===== src/rtl/glitch_sequencer.sv =====
// Glitch injection sequencer: after arming, waits for a trigger rising edge,
// then emits a programmed train of glitch_en pulses into the glitch clock mux.
module glitch_sequencer #(
  parameter int DLY_W = 16,
  parameter int WID_W = 8,
  parameter int CNT_W = 8
) (
  input  logic             clk,
  input  logic             rst_n,
  input  logic             arm,
  input  logic             abort,
  input  logic             trig_in,
  input  logic [DLY_W-1:0] cfg_delay,
  input  logic [WID_W-1:0] cfg_width,
  input  logic [WID_W-1:0] cfg_gap,
  input  logic [CNT_W-1:0] cfg_count,
  output logic             glitch_en,
  output logic             busy,
  output logic             done,
  output logic [CNT_W-1:0] glitch_idx
);

  typedef enum logic [2:0] {
    S_IDLE, S_ARMED, S_DELAY, S_PULSE, S_GAP, S_DONE
  } state_t;

  state_t           state;
  logic             trig_prev;
  logic [DLY_W-1:0] dly_sh, dcnt;
  logic [WID_W-1:0] wid_sh, gap_sh, wcnt;
  logic [CNT_W-1:0] cnt_sh;

  logic             trig_edge;
  logic [WID_W-1:0] wid_n, gap_n;
  logic [CNT_W-1:0] cnt_n;
  logic [CNT_W:0]   pulses_done;
  logic             last_pulse;

  // Zero-valued settings behave as 1 so every sequence makes progress.
  assign trig_edge   = trig_in & ~trig_prev;
  assign wid_n       = (wid_sh == '0) ? WID_W'(1) : wid_sh;
  assign gap_n       = (gap_sh == '0) ? WID_W'(1) : gap_sh;
  assign cnt_n       = (cnt_sh == '0) ? CNT_W'(1) : cnt_sh;
  assign pulses_done = {1'b0, glitch_idx} + (CNT_W+1)'(1);
  assign last_pulse  = pulses_done >= {1'b0, cnt_n};

  always_ff @(posedge clk) begin
    if (!rst_n) begin
      state      <= S_IDLE;
      trig_prev  <= 1'b0;
      glitch_en  <= 1'b0;
      busy       <= 1'b0;
      done       <= 1'b0;
      glitch_idx <= '0;
      dly_sh     <= '0;
      wid_sh     <= '0;
      gap_sh     <= '0;
      cnt_sh     <= '0;
      dcnt       <= '0;
      wcnt       <= '0;
    end else begin
      trig_prev <= trig_in;
      if (abort) begin
        state     <= S_IDLE;
        glitch_en <= 1'b0;
        busy      <= 1'b0;
        done      <= 1'b0;
      end else begin
        case (state)
          S_IDLE: begin
            done <= 1'b0;
            if (arm) begin
              state      <= S_ARMED;
              busy       <= 1'b1;
              glitch_idx <= '0;
              dly_sh     <= cfg_delay;
              wid_sh     <= cfg_width;
              gap_sh     <= cfg_gap;
              cnt_sh     <= cfg_count;
            end
          end
          S_ARMED: begin
            if (trig_edge) begin
              if (dly_sh == '0) begin
                state     <= S_PULSE;
                glitch_en <= 1'b1;
                wcnt      <= wid_n;
              end else begin
                state <= S_DELAY;
                dcnt  <= dly_sh;
              end
            end
          end
          S_DELAY: begin
            if (dcnt <= DLY_W'(1)) begin
              state     <= S_PULSE;
              glitch_en <= 1'b1;
              wcnt      <= wid_n;
            end else begin
              dcnt <= dcnt - DLY_W'(1);
            end
          end
          S_PULSE: begin
            if (wcnt <= WID_W'(1)) begin
              glitch_en <= 1'b0;
              if (last_pulse) begin
                state <= S_DONE;
                done  <= 1'b1;
                busy  <= 1'b0;
              end else begin
                state <= S_GAP;
                wcnt  <= gap_n;
              end
            end else begin
              wcnt <= wcnt - WID_W'(1);
            end
          end
          S_GAP: begin
            if (wcnt <= WID_W'(1)) begin
              state      <= S_PULSE;
              glitch_en  <= 1'b1;
              wcnt       <= wid_n;
              glitch_idx <= glitch_idx + CNT_W'(1);
            end else begin
              wcnt <= wcnt - WID_W'(1);
            end
          end
          S_DONE: begin
            done  <= 1'b0;
            state <= S_IDLE;
          end
          default: state <= S_IDLE;
        endcase
      end
    end
  end

endmodule


===== config.mk =====
export PLATFORM = sky130hd
export DESIGN_NAME = glitch_sequencer
export DESIGN_NICKNAME = d
export VERILOG_FILES = /design/src/rtl/glitch_sequencer.sv
export SDC_FILE = /design/constraint.sdc
export NUM_CORES = 1
export LEC_CHECK = 0
export CORE_MARGIN = 5
export CORE_UTILIZATION = 30
export DETAILED_ROUTE_END_ITERATION = 8
export PLACE_DENSITY = 0.48
export SETUP_SLACK_MARGIN = 0.4
export SKIP_LAST_GASP = 1
export SYNTH_ARGS = -nofsm -noshare
export SYNTH_HDL_FRONTEND = slang
export SYNTH_SLANG_ARGS = --single-unit

===== constraint.sdc =====
create_clock -name clk -period 3.69 [get_ports clk]
set_clock_uncertainty 0.05 [all_clocks]
set_input_delay 0.738 -clock clk [delete_from_list [all_inputs] [get_ports clk]]
set_output_delay 0.738 -clock clk [all_outputs]
set_load 0.02 [all_outputs]

==> run_results.csv, run 1 <==
group,metric,value,unit
outcome,status,"finished, final reports clean",
detailed_routing,via_count,4107,
power_and_ir_drop,p_int,1.562,mW
power_and_ir_drop,powerDensity,399.6,nW/um^2
worst_setup_path,path_class,"reg -> reg",
global_route,grt_pass1_wl,20.15,mm
detailed_routing,routedWlPerCell,15.56,um
flow_run,cap_violations,0,
cells_and_area,fillCellCount,1439,
clock_tree,clkSinkCount,79,
timing,period_share,0.8371,
timing,fmax,0.3237,GHz
power_and_ir_drop,leakagePower,1.973,nW
placed_design,hpwlAfterDp,8.677,mm
worst_setup_path,r2r_slack,0.60,ns
floorplanning,start_util,0.3068,
timing,rsz0062_at_grt,"no",
global_route,grt_remaining_overflow,0,
logic_synthesis,yosys_warnings,0,
min_path,hold_end,"cnt_sh[2]",
worst_setup_path,endpoint_kind,"flip-flop",
floorplanning,core_area,13930,um^2
power_and_ir_drop,pwr-share-seq,0.428,
logic_synthesis,avgSynthCellArea,7.689,um^2
floorplanning,die_h,129.4,um
cells_and_area,drive_above_1_share,0.09256,
worst_setup_path,worstPathRequired,3.88,ns
detailed_routing,first_pass_iters,5,
worst_setup_path,critPathTopFamily,"compound AO/OA/AOI/OAI gates",
clock_tree,clk_pin_slew,0.07,ns
logic_synthesis,ys_seq_elements,79,
cells_and_area,syn_to_final_growth,24.70,%
floorplanning,num_rows,43,
logic_synthesis,synth_edf_count,0,
power_and_ir_drop,clockPowerShare,0.433,
detailed_routing,avgViaCountPerCell,5.232,
worst_setup_path,critPathBufInv,1,
timing,hold_violations,0,
detailed_routing,drc,0,
worst_setup_path,crit_slowest_cell,"a221o_1",
timing,tightest_slew,0.8991,ns
cells_and_area,diodes,0,
worst_setup_path,slowest_delay,0.45,ns
timing,min_period,3.089,ns
clock_tree,clk_latency,0.34,ns
worst_setup_path,reg2regPathDepth,12,
timing,finalSetupTns,0,ns
power_and_ir_drop,combPwrFrac,0.139,
clock_tree,cts_hold_buf,0,
clock_tree,cts_max_level,3,
floorplanning,pin_count,56,
power_and_ir_drop,p_total,2.130,mW
floorplanning,die_area,16740,um^2
global_route,antenna_found_initial,0,
logic_synthesis,ys_types,70,
min_path,hold_path.startpoint,"cnt_sh[2]",
timing,slew_headroom,0.4006,
logic_synthesis,synthFlopType,"dfxtp_1",
clock_tree,cts_tree,"yes",
worst_setup_path,critPathMaxFanout,13,
min_path,hold_depth,2,
min_path,holdCritPathClass,"reg -> reg",
worst_setup_path,crit_chain,"and3_2 > and3_1 > and3_1 > xor2_1 > ha_1 > nand3_1 > nor2_1 > a221o_1 > a2111oi_4 > buf_6 > nor2_1 > a31o_2",
logic_synthesis,synth_area,4275,um^2
detailed_routing,initialDrtViolationCount,311,
logic_synthesis,ys_seq_area_frac,0.3699,
clock_tree,cts_buffers,9,
timing,report.final.slew_viol_count,0,
worst_setup_path,startpoint_type,"flip-flop",
power_and_ir_drop,peakVddDrop,162.4,uV
timing,setup_viol,0,
power_and_ir_drop,p_switching,0.5678,mW
worst_setup_path,r2r-end,"wcnt[5]",
global_route,grt_util_all_layers,0.1511,
placed_design,place.gp.congestion,0.8098,
power_and_ir_drop,switching_share,0.2666,
global_route,grt_max_degree,49,
detailed_routing,wl,12.21,mm
logic_synthesis,syn_nets,614,
worst_setup_path,cp.arrival,3.27,ns
clock_tree,cts_buffer_depth,2,
placed_design,io_buffers,55,
global_route,grt_pass1_vias,3895,
clock_tree,cts-root-buf,"clkbuf_16",
worst_setup_path,worstReg2RegStart,"glitch_idx[1]",
detailed_routing,ant_nets,0,
logic_synthesis,netlist_instances,556,
floorplanning,die_width,129.4,um
cells_and_area,nets,658,
logic_synthesis,synth-async-reset-ratio,0,
[flip-flops by register name (all words and copies together) (netlist names), 3 cells and up]
register    flops
gap_sh          8
dly_sh         16
wcnt            8
cnt_sh          8
glitch_idx      8
wid_sh          8
state           3
dcnt           16
[worst max path at each step]
stage | startpoint | slack [ns] | cells past startpoint | end
finish | glitch_idx[1] | 0.60 | 12 | wcnt[5]
global route | glitch_idx[1] | 0.43 | 12 | wcnt[1]
CTS | glitch_idx[0] | 0.47 | 12 | wcnt[5]
detailed placement | glitch_idx[0] | 0.50 | 12 | wcnt[5]
global placement | glitch_idx[0] | 0.56 | 12 | wcnt[5]
floorplan | glitch_idx[0] | 0.67 | 11 | wcnt[5]
[through the flow]
stage	std cells	setup slack, ns	area [um^2]	util	hold slack, ns
5_1_grt	785	0.4288	5331	0.3826	0.4277
4_1_cts	782	0.4676	5294	0.3799	0.4061
3_5_place_dp	766	0.4952	4989	0.3580	0.3973
2_1_floorplan	556	0.6678	4275	-	0.3835
3_3_place_gp	766	0.5617	4989	0.3580	0.3969
6_report	785	0.6012	5331	0.3826	0.4056
[Yosys cell counts (all sizes together), types with 3 or more instances]
master	n	area [um^2]
nand3b	6	45.04
xor2	8	70.07
a22oi	5	42.54
nand2b	7	43.79
o41ai	3	26.28
and2	5	31.28
nand2	116	435.4
nor3	15	80.08
dfxtp	79	1582
o22ai	5	31.28
a211oi	7	52.55
nor2b	3	18.77
and3	6	37.54
inv	16	60.06
a21oi	78	397.9
clkbuf	25	93.84
nor4	9	56.30
o211ai	5	37.54
o21ai	24	127.6
buf	9	48.80
nand3	4	20.02
nor2	38	142.6
xnor2	4	35.03
or4	3	31.28
o31ai	7	52.55
a31o	3	26.28
a31oi	4	25.02
a2111oi	3	63.81
o32ai	3	26.28
o21a	4	30.03
or3	6	37.54
ha	13	162.7
[repair_timing]
| action | CTS | global route |
|---|---|---|
| setup endpoints to repair | 0 | 8 |
| buffers inserted | 0 | 3 |
| resized for setup | 0 | 6 |
[cells in the final DEF (no fill, tap or decap), types with 3 or more instances in the layout]
cell type        netlist  routed
a211oi_1               7       7
a21oi_1               76      76
a22oi_1                4       4
a31oi_1                4       4
and2_1                 5       5
and3_1                 6       5
buf_4                  0      10
clkbuf_16              0       9
clkdlybuf4s50_1        0      55
dfxtp_1               79      77
ha_1                  13      13
inv_1                 16      16
nand2_1              116     116
nand2b_1               7       7
nand3_1                4       3
nand3b_1               6       6
nor2_1                38      37
nor2b_1                3       3
nor3_1                14      14
nor4_1                 9       9
o211ai_1               5       5
o21a_1                 4       4
o21ai_0               20      20
o22ai_1                5       5
o31ai_1                7       7
o32ai_1                3       3
o41ai_1                3       3
or3_1                  6       6
xnor2_1                4       4
xor2_1                 8       8
[worst reg2reg max path: cells and delay by family, from the launching register on]
family | cells | cell delay, ns
compound gates | 3 | 1.01
simple gates | 6 | 0.85
flops | 1 | 0.37
fa+ha+maj | 1 | 0.29
xor+xnor | 1 | 0.22
buf+inv | 1 | 0.20
[area by class of cell]
type / count / area (um^2) / share of cell area
sequential: 79 / 1584 / 0.2971
tap: 180 / 225.2 / 0.04224
timing repair buffer: 67 / 656.9 / 0.1232
clock inverter: 6 / 66.31 / 0.01244
clock buffer: 10 / 239.0 / 0.04483
inverter: 17 / 63.81 / 0.01197
multi-input combinational: 426 / 2496 / 0.4682
[logic make-up after synthesis]
logic type,after synthesis,share of synthesized area
muxes,2,0.006145
adders and majority gates,13,0.03805
buffers and inverters,51,0.04829
AOI/OAI and AO/OA,171,0.2622
and+or+nand+nor,228,0.2508
xor gates and xnor gates,12,0.02458
DFF,79,0.3699
[power groups by stage]
stage | clock [mW] | combinational (mW) | sequential [mW]
final | 0.923 | 0.296 | 0.911
after detailed placement | 0 | 0.294 | 0.930
after global routing | 0.980 | 0.327 | 0.915
after CTS | 0.947 | 0.295 | 0.910
after global placement | 0 | 0.291 | 0.930
after floorplan | 0 | 0.190 | 0.918
[routing by layer]
metal,wire length [um],track usage,up-vias
li1,-,-,2070
met1,6134,0.2215,1927
met2,5180,0.2189,97
met3,748,0.03875,13
met4,149,0.04200,0
met5,0,0,-
No activity file was read; power rests on OpenSTA's default activity.
==> run 2, diff against run 1 <==
Clock period 3.69 ns to 2.91 ns, I/O delays scaled along.
==> run 2 against run 1 <==
Compared with the run above: final cell count increased by 2.8%; combinational power up 37%; cell area up 4.6%; critical endpoint is now wcnt[7].
==> run_results.csv, run 2 (synthesis results as in run 1) <==
group,metric,value,unit
detailed_routing,routedWlPerCell,15.31,um
floorplanning,core_area,13930,um^2
detailed_routing,initialDrtViolationCount,250,
detailed_routing,ant_nets,0,
detailed_routing,drc,0,
clock_tree,clk_latency,0.34,ns
cells_and_area,syn_to_final_growth,30.41,%
worst_setup_path,endpoint_kind,"flip-flop",
floorplanning,num_rows,43,
detailed_routing,via_count,4154,
global_route,grt_pass1_wl,20.59,mm
worst_setup_path,critPathMaxFanout,13,
floorplanning,die_area,16740,um^2
detailed_routing,avgViaCountPerCell,5.147,
worst_setup_path,cp.arrival,3.09,ns
worst_setup_path,r2r_slack,0.05,ns
power_and_ir_drop,peakVddDrop,210.1,uV
min_path,hold_path.startpoint,"cnt_sh[1]",
detailed_routing,wl,12.36,mm
timing,setup_viol,0,
timing,min_period,2.857,ns
worst_setup_path,crit_start,"glitch_idx[0]",
cells_and_area,nets,680,
timing,report.final.slew_viol_count,0,
cells_and_area,diodes,0,
cells_and_area,final_cell_mix,"116 x nand2_1, 76 x dfxtp_1, 75 x a21oi_1",
min_path,hold_depth,2,
min_path,holdCritPathClass,"reg -> reg",
global_route,antenna_found_initial,0,
floorplanning,die_h,129.4,um
floorplanning,pin_count,56,
detailed_routing,first_pass_iters,4,
outcome,status,"finished, final reports clean",
cells_and_area,reg_top3,"dcnt (16), dly_sh (16)",
timing,finalSetupTns,0,ns
flow_run,cap_violations,0,
timing,tightest_slew,0.4761,ns
cells_and_area,fillCellCount,1445,
placed_design,hpwlAfterDp,9.024,mm
timing,fmax,0.3501,GHz
timing,period_share,0.9817,
floorplanning,die_width,129.4,um
placed_design,io_buffers,55,
clock_tree,cts_hold_buf,0,
worst_setup_path,startpoint_type,"flip-flop",
worst_setup_path,worstReg2RegStart,"glitch_idx[0]",
worst_setup_path,reg2regPathDepth,13,
global_route,grt_util_all_layers,0.1552,
clock_tree,clkSinkCount,79,
global_route,grt_max_degree,41,
clock_tree,cts_tree,"yes",
timing,holdWs,0.4114,ns
clock_tree,cts_buffers,9,
timing,rsz0062_at_grt,"yes",
clock_tree,clk_pin_slew,0.06,ns
clock_tree,cts-root-buf,"clkbuf_16",
clock_tree,cts_max_level,3,
global_route,grt_pass1_vias,4077,
placed_design,place.gp.congestion,0.8115,
cells_and_area,drive_above_1_share,0.1388,
power_and_ir_drop,leakagePower,2.064,nW
power_and_ir_drop,powerDensity,485.6,nW/um^2
worst_setup_path,worstPathRequired,3.14,ns
clock_tree,cts_buffer_depth,2,
timing,slew_headroom,0.6801,
worst_setup_path,path_class,"reg -> reg",
global_route,grt_remaining_overflow,0,
timing,hold_violations,0,
floorplanning,start_util,0.3068,
cells_and_area,final_common_cell,"nand2_1",
==> run 2: path summary, 6_finish.rpt <==
kind / end
setup / recovery: wcnt[7]
hold / removal: cnt_sh[1]
setup reg to reg: wcnt[7]
hold reg to reg: cnt_sh[1]
==> run 2: area by class of cell <==
class	instances	area, um^2	area share
Clock inverter	5	57.56	0.01032
Inverter	17	63.81	0.01145
Clock buffer	11	242.7	0.04354
Multi-Input combinational cell	426	2555	0.4583
Timing Repair Buffer	89	838.3	0.1504
Tap cell	180	225.2	0.04039
Sequential cell	79	1593	0.2857
==> run 2: critical path: stages, from the launching register on <==
cell       delay (ns)
dfxtp_4          0.35
and3_4           0.18
and3_4           0.18
and3_4           0.19
xor2_2           0.15
ha_1             0.26
nand3_1          0.07
nor2_1           0.04
a221o_1          0.42
a2111oi_4        0.43
buf_12           0.18
buf_4            0.13
o21ai_2          0.05
a21oi_2          0.10
==> run 2: where the power goes <==
part | internal (mW) | leakage (nW) | total (mW) | switching, mW
combinational | 0.194 | 1.28 | 0.405 | 0.212
sequential | 1.11 | 0.644 | 1.15 | 0.0372
clock | 0.686 | 0.138 | 1.15 | 0.463
total | 2.00 | 2.06 | 2.71 | 0.712
==> run 2: repair_timing <==
item | in CTS | in global routing
endpoints found under the setup margin | 10 | 16
pin swaps | 4 | 2
buffers inserted | 6 | 1
resized for setup | 9 | 3
==> run 2: routing by layer <==
metal,global-route usage,vias up,share of wire,wire length (um)
li1,-,2115,-,-
met5,0,-,0,0
met1,0.2094,1943,0.49,6092
met2,0.2393,81,0.44,5433
met4,0.06300,0,0.017,212
met3,0.03627,15,0.050,616
==> run 2: stage by stage <==
step | power [mW] | area (um^2) | util | instances | setup slack (ns)
2_1_floorplan | 1.402 | 4312 | - | 556 | 0.07841
6_report | 2.707 | 5575 | 0.4001 | 807 | 0.05332
3_3_place_gp | 1.568 | 5172 | 0.3712 | 784 | 0.04661
4_1_cts | 2.750 | 5554 | 0.3986 | 806 | 0.1187
3_5_place_dp | 1.570 | 5172 | 0.3712 | 784 | -0.002063
5_1_grt | 2.840 | 5575 | 0.4001 | 807 | -0.06431
